<file path="src/rtl/axis_differentiator_pkg.sv">
// Shared helpers for the lag differentiator: saturation, lag clamping, pointer sizing.
package axis_differentiator_pkg;

  localparam int MAX_LAG_DEFAULT = 16;
  localparam int PTR_WIDTH       = $clog2(MAX_LAG_DEFAULT);

  // Clamp a signed value carried at in_w bits into the out_w range; wider outputs pass through.
  function automatic logic signed [63:0] sat_signed(
    input logic signed [63:0] value,
    input int                 in_w,
    input int                 out_w
  );
    logic signed [63:0] hi;
    logic signed [63:0] lo;
    if (out_w >= in_w) return value;
    hi = (64'sd1 <<< (out_w - 1)) - 64'sd1;
    lo = -hi - 64'sd1;
    if (value > hi) return hi;
    if (value < lo) return lo;
    return value;
  endfunction

  // A lag of zero means "previous sample"; anything past the line depth uses the full depth.
  function automatic int unsigned clamp_lag(
    input int unsigned lag,
    input int unsigned max_lag
  );
    if (lag == 0) return 1;
    if (lag > max_lag) return max_lag;
    return lag;
  endfunction

endpackage

</file>
<file path="src/rtl/lag_delay_line.sv">
// Circular sample history with one lag-offset asynchronous read and a saturating fill count.
module lag_delay_line
  import axis_differentiator_pkg::*;
#(
  parameter int DATA_W = 32,
  parameter int DEPTH  = 16,
  parameter int LAG_W  = $clog2(DEPTH) + 1
) (
  input  logic              i_clk,
  input  logic              i_rst_n,
  input  logic              i_wr_en,
  input  logic [DATA_W-1:0] i_wr_data,
  input  logic [LAG_W-1:0]  i_lag,
  input  logic              i_restart,
  input  logic              i_hold_zero,
  output logic [DATA_W-1:0] o_rd_data,
  output logic              o_primed
);

  localparam int PW = $clog2(DEPTH);

  logic [DATA_W-1:0] r_mem [DEPTH];
  logic [PW-1:0]     r_wr_ptr;
  logic [LAG_W-1:0]  r_fill;
  logic [LAG_W-1:0]  w_fill_base;
  logic [PW-1:0]     w_rd_addr;

  // A restart makes the incoming sample the first of a fresh priming run.
  assign w_fill_base = i_restart ? '0 : r_fill;
  assign o_primed    = (w_fill_base >= i_lag);

  // lag == DEPTH lands on wr_ptr itself, i.e. the oldest entry, read before it is overwritten.
  assign w_rd_addr = r_wr_ptr - i_lag[PW-1:0];
  assign o_rd_data = r_mem[w_rd_addr];

  always_ff @(posedge i_clk) begin
    if (i_wr_en) r_mem[r_wr_ptr] <= i_wr_data;
  end

  always_ff @(posedge i_clk) begin
    if (!i_rst_n) begin
      r_wr_ptr <= '0;
      r_fill   <= '0;
    end else if (i_wr_en) begin
      r_wr_ptr <= r_wr_ptr + 1'b1;
      if (i_hold_zero)                      r_fill <= '0;
      else if (w_fill_base != LAG_W'(DEPTH)) r_fill <= w_fill_base + 1'b1;
      else                                   r_fill <= w_fill_base;
    end
  end

endmodule

</file>
<file path="src/rtl/axis_lag_differentiator.sv">
// y[n] = x[n] - x[n-L] on an AXI4-Stream with runtime lag, backpressure and output saturation.
module axis_lag_differentiator
  import axis_differentiator_pkg::*;
#(
  parameter int S_AXIS_TDATA_WIDTH = 32,
  parameter int M_AXIS_TDATA_WIDTH = 32,
  parameter int MAX_LAG            = 16,
  parameter int LAG_WIDTH          = $clog2(MAX_LAG) + 1
) (
  input  logic                          aclk,
  input  logic                          aresetn,
  input  logic                          enable,
  input  logic [LAG_WIDTH-1:0]          lag,
  input  logic [S_AXIS_TDATA_WIDTH-1:0] S_AXIS_tdata,
  input  logic                          S_AXIS_tvalid,
  output logic                          S_AXIS_tready,
  output logic [M_AXIS_TDATA_WIDTH-1:0] M_AXIS_tdata,
  output logic                          M_AXIS_tvalid,
  input  logic                          M_AXIS_tready
);

  localparam int SW = S_AXIS_TDATA_WIDTH;
  localparam int MW = M_AXIS_TDATA_WIDTH;

  logic [LAG_WIDTH-1:0] r_lag_q;
  logic [MW-1:0]        r_tdata;
  logic                 r_tvalid;

  logic                 w_accept;
  logic [LAG_WIDTH-1:0] w_l_eff;
  logic                 w_lag_chg;
  logic [SW-1:0]        w_x_old;
  logic                 w_primed;
  logic signed [SW:0]   w_diff;
  logic [MW-1:0]        w_y_sat;
  logic [MW-1:0]        w_y;

  assign S_AXIS_tready = !r_tvalid || M_AXIS_tready;
  assign w_accept      = S_AXIS_tvalid && S_AXIS_tready;
  assign w_l_eff       = LAG_WIDTH'(clamp_lag(32'(lag), MAX_LAG));
  assign w_lag_chg     = (w_l_eff != r_lag_q);

  lag_delay_line #(
    .DATA_W (SW),
    .DEPTH  (MAX_LAG),
    .LAG_W  (LAG_WIDTH)
  ) u_line (
    .i_clk       (aclk),
    .i_rst_n     (aresetn),
    .i_wr_en     (w_accept),
    .i_wr_data   (S_AXIS_tdata),
    .i_lag       (w_l_eff),
    .i_restart   (w_lag_chg),
    .i_hold_zero (!enable),
    .o_rd_data   (w_x_old),
    .o_primed    (w_primed)
  );

  // One guard bit makes the subtraction exact for any pair of inputs.
  assign w_diff  = {S_AXIS_tdata[SW-1], S_AXIS_tdata} - {w_x_old[SW-1], w_x_old};
  assign w_y_sat = MW'(sat_signed(64'(w_diff), SW + 1, MW));
  assign w_y     = (enable && w_primed) ? w_y_sat : '0;

  always_ff @(posedge aclk) begin
    if (!aresetn) begin
      r_lag_q  <= LAG_WIDTH'(1);
      r_tdata  <= '0;
      r_tvalid <= 1'b0;
    end else if (w_accept) begin
      r_lag_q  <= w_l_eff;
      r_tdata  <= w_y;
      r_tvalid <= 1'b1;
    end else if (M_AXIS_tready) begin
      r_tvalid <= 1'b0;
    end
  end

  assign M_AXIS_tdata  = r_tdata;
  assign M_AXIS_tvalid = r_tvalid;

endmodule

</file>
<file path="config.mk">
export PLATFORM = sky130hd
export DESIGN_NAME = axis_lag_differentiator
export DESIGN_NICKNAME = d
export VERILOG_FILES = /design/src/rtl/axis_differentiator_pkg.sv /design/src/rtl/lag_delay_line.sv /design/src/rtl/axis_lag_differentiator.sv
export SDC_FILE = /design/constraint.sdc
export NUM_CORES = 1
export LEC_CHECK = 0
export ABC_AREA = 1
export CORE_ASPECT_RATIO = 0.5
export CORE_MARGIN = 5
export CORE_UTILIZATION = 30
export CTS_BUF_LIST = sky130_fd_sc_hd__clkbuf_16
export CTS_CLUSTER_SIZE = 30
export DETAILED_ROUTE_END_ITERATION = 10
export PLACE_DENSITY = 0.46
export SYNTH_ARGS = -nofsm -noshare
export SYNTH_HDL_FRONTEND = slang
export SYNTH_SLANG_ARGS = --single-unit
</file>
<file path="constraint.sdc">
create_clock -name aclk -period 6.9 [get_ports aclk]
set_input_delay 1.38 -clock aclk [delete_from_list [all_inputs] [get_ports aclk]]
set_output_delay 1.38 -clock aclk [all_outputs]
set_load 0.05 [all_outputs]
</file>
==> impl_metrics.toml <==
[setup_path]
crit_arrival_ns = 6.35
cpLargestDelayFamily = "buffers and inverters"
cp_slowest_stage_delay_ns = 0.74
start_kind = "input pin"
worst_setup_path_end_kind = "register"
worstSetupPathType = "in -> reg"
crit_fanout = 30
path_buf_inv = 6
worst_path_most_repeated_cell = "nand2_1"
slowest_stage = "fa_4"
crit_required_ns = 7.36

[final_layout]
fillers = 8107
final_area_um2 = 28800
drive_gt1_frac = 0.106
nets = 2371
regArea_um2 = 16300
utilization = 0.353
area.growth.synth_to_final_pct = 16.7
multi_input_area_um2 = 7580

[drt]
drt-total-wl_um = 75900
drtPass1Iterations = 5
vias = 17100
wl_per_cell_um = 22.2
drc = 0
drtIter0Drc = 1408
final_antenna_net_count = 0
drt-vias-per-instance = 5.00

[flow_run]
timing.max_cap.violations = 0

[timing]
rsz0062_at_grt = "false"
setup_viol_count_final = 0
finalWorstSetupSlack_ns = 1.01
worstMarginPinSlew_ns = 1.25
fin_crit_ns = 5.89
period_share = 0.854
fmax_mhz = 170
hold_viol_final = 0
fin_tns_setup_ns = 0
slew_viol_final = 0
relSlewSlack = 0.166
finClkSkew_ns = 0.0320

[power_and_ir_drop]
peakVddDrop_uv = 185
p_leak_uw = 0.0100
power_density_nw_per_um2 = 330

[synth]
async_flop_share = 0
ys_seq_elements = 559
synth_area_leaders = "edfxtp_1 62%, nand2_1 6.2%, nor2_1 5.0%"
ys_top_cells_by_count = "512 x edfxtp_1, 406 x nand2_1, 327 x nor2_1"
syn-cell-area_um2 = 24700
ys.flop_type = "edfxtp_1"
netlist.area_leader.share = 0.623
synth_top_cell_by_area = "edfxtp_1"
ys_types = 43
ys_seq_area_frac = 0.661
yosysMostFrequentCell = "edfxtp_1"
synth_edf_count = 512
postSynthAreaPerCell_um2 = 11.2
synth_cells = 2208
yosysWarningCount = 0
synth_nets = 2298

[clock_network]
clk_latency_ns = 0.63
root_buffer = "clkbuf_16"
clock-sinks = 559
cts_tree = "done"
postCtsHoldBufs = 0
cts_buffer_depth = 3
cts_inserted_buffers = 55
ctsResizeCount = 0
htree_levels = 2
clkTransAtPathRegs_ns = 0.06
postCtsSetupBuffers = 0

[placed_design]
place_worst_setup_slack_ns = 0.410
numPortBuffers = 75
place_area_um2 = 27200
place.detailed.hpwl_um = 46400
gp_congestion = 0.824

[floorplanning]
ioPinCount = 76
die_h_um = 213
die_w_um = 416
placementRows = 74
die_area_um2 = 88400
core-area_um2 = 81600
start_util = 0.303

[grt]
grt_antenna_before_repair = 3
grt_pass1_vias = 16400
grt_max_degree = 124
overflow = 0
grt_pass1_wl_um = 111000
grt_usage = 0.168

[run_status]
status = "completed"

[hold_path]
hold_path.class = "reg -> reg"
-- state kept, by name, indices dropped and copies added, names as in the netlist --
signal and flops:
M_AXIS_tvalid 1, u_line.r_wr_ptr 4, r_lag_q 5, u_line.r_fill 5, u_line.r_mem 512, M_AXIS_tdata 32
-- worst min-delay path: stages (launching register included) --
cell     delay (ns)
dfxtp_1        0.31
nand2_1        0.06
a21oi_1        0.06
-- report_power, final --
group	total [uW]	switching, uW	internal, uW
combinational	2910	1950	957
clock	2840	1320	1520
sequential	3760	16.6	3750
total	9510	3280	6220
-- routing by layer --
layer | vias to the layer above | track usage | share of wire
li1 | 8018 | - | -
met1 | 8568 | 0.252 | 0.49
met2 | 435 | 0.250 | 0.43
met3 | 89 | 0.0364 | 0.065
met4 | 4 | 0.0330 | 0.014
met5 | - | 0 | 0.00028
-- metrics by stage --
stage	total power [uW]	hold slack (ns)	std cells
after floorplan	5690	0.445	2208
after global placement	6730	0.456	3326
after detailed placement	6720	0.468	3326
after CTS	9560	0.478	3419
after global routing	10000	0.497	3420
final	9510	0.476	3421
-- final cells by class --
cell class,instances,share of cell area
antenna,2,0.000174
clock buffer,55,0.0478
clock inverter,38,0.00890
inverter,114,0.0151
multi-input combinational,1414,0.263
sequential,559,0.566
tap,1102,0.0479
timing repair buffer,137,0.0509
-- layout by cell type, fill, tap and decap left out, types with 32 or more instances in the layout --
cell type / count
a21oi_1: 60
nand2_1: 406
o221ai_1: 110
ha_1: 45
clkbuf_16: 55
dfxtp_1: 47
clkdlybuf4s50_1: 75
inv_1: 121
nor2_1: 310
a21oi_2: 32
nand2_2: 47
o21ai_0: 230
buf_4: 42
edfxtp_1: 512
nand3_1: 51
-- worst paths after layout --
check / start / endpoint / slack [ns] / depth (start not counted)
max: lag[3] / M_AXIS_tdata[23]$_SDFFE_PN0P_ / 1.01 / 30
min: u_line.r_fill[4]$_SDFFE_PN0P_ / u_line.r_fill[4]$_SDFFE_PN0P_ / 0.48 / 2
max reg2reg: u_line.r_wr_ptr[0]$_SDFFE_PN0P_ / M_AXIS_tdata[23]$_SDFFE_PN0P_ / 2.13 / 25
min reg2reg: u_line.r_fill[4]$_SDFFE_PN0P_ / u_line.r_fill[4]$_SDFFE_PN0P_ / 0.48 / 2
-- cell families after synthesis --
kind of cell	Yosys count	synth area share
muxes	2	0.000811
DFF	559	0.661
adders and majority gates	48	0.0249
buffers and inverters	235	0.0392
xor gates and xnor gates	21	0.00745
AOI/OAI and AO/OA	493	0.127
and+or+nand+nor	850	0.139
(Power assumes the default switching activity.)
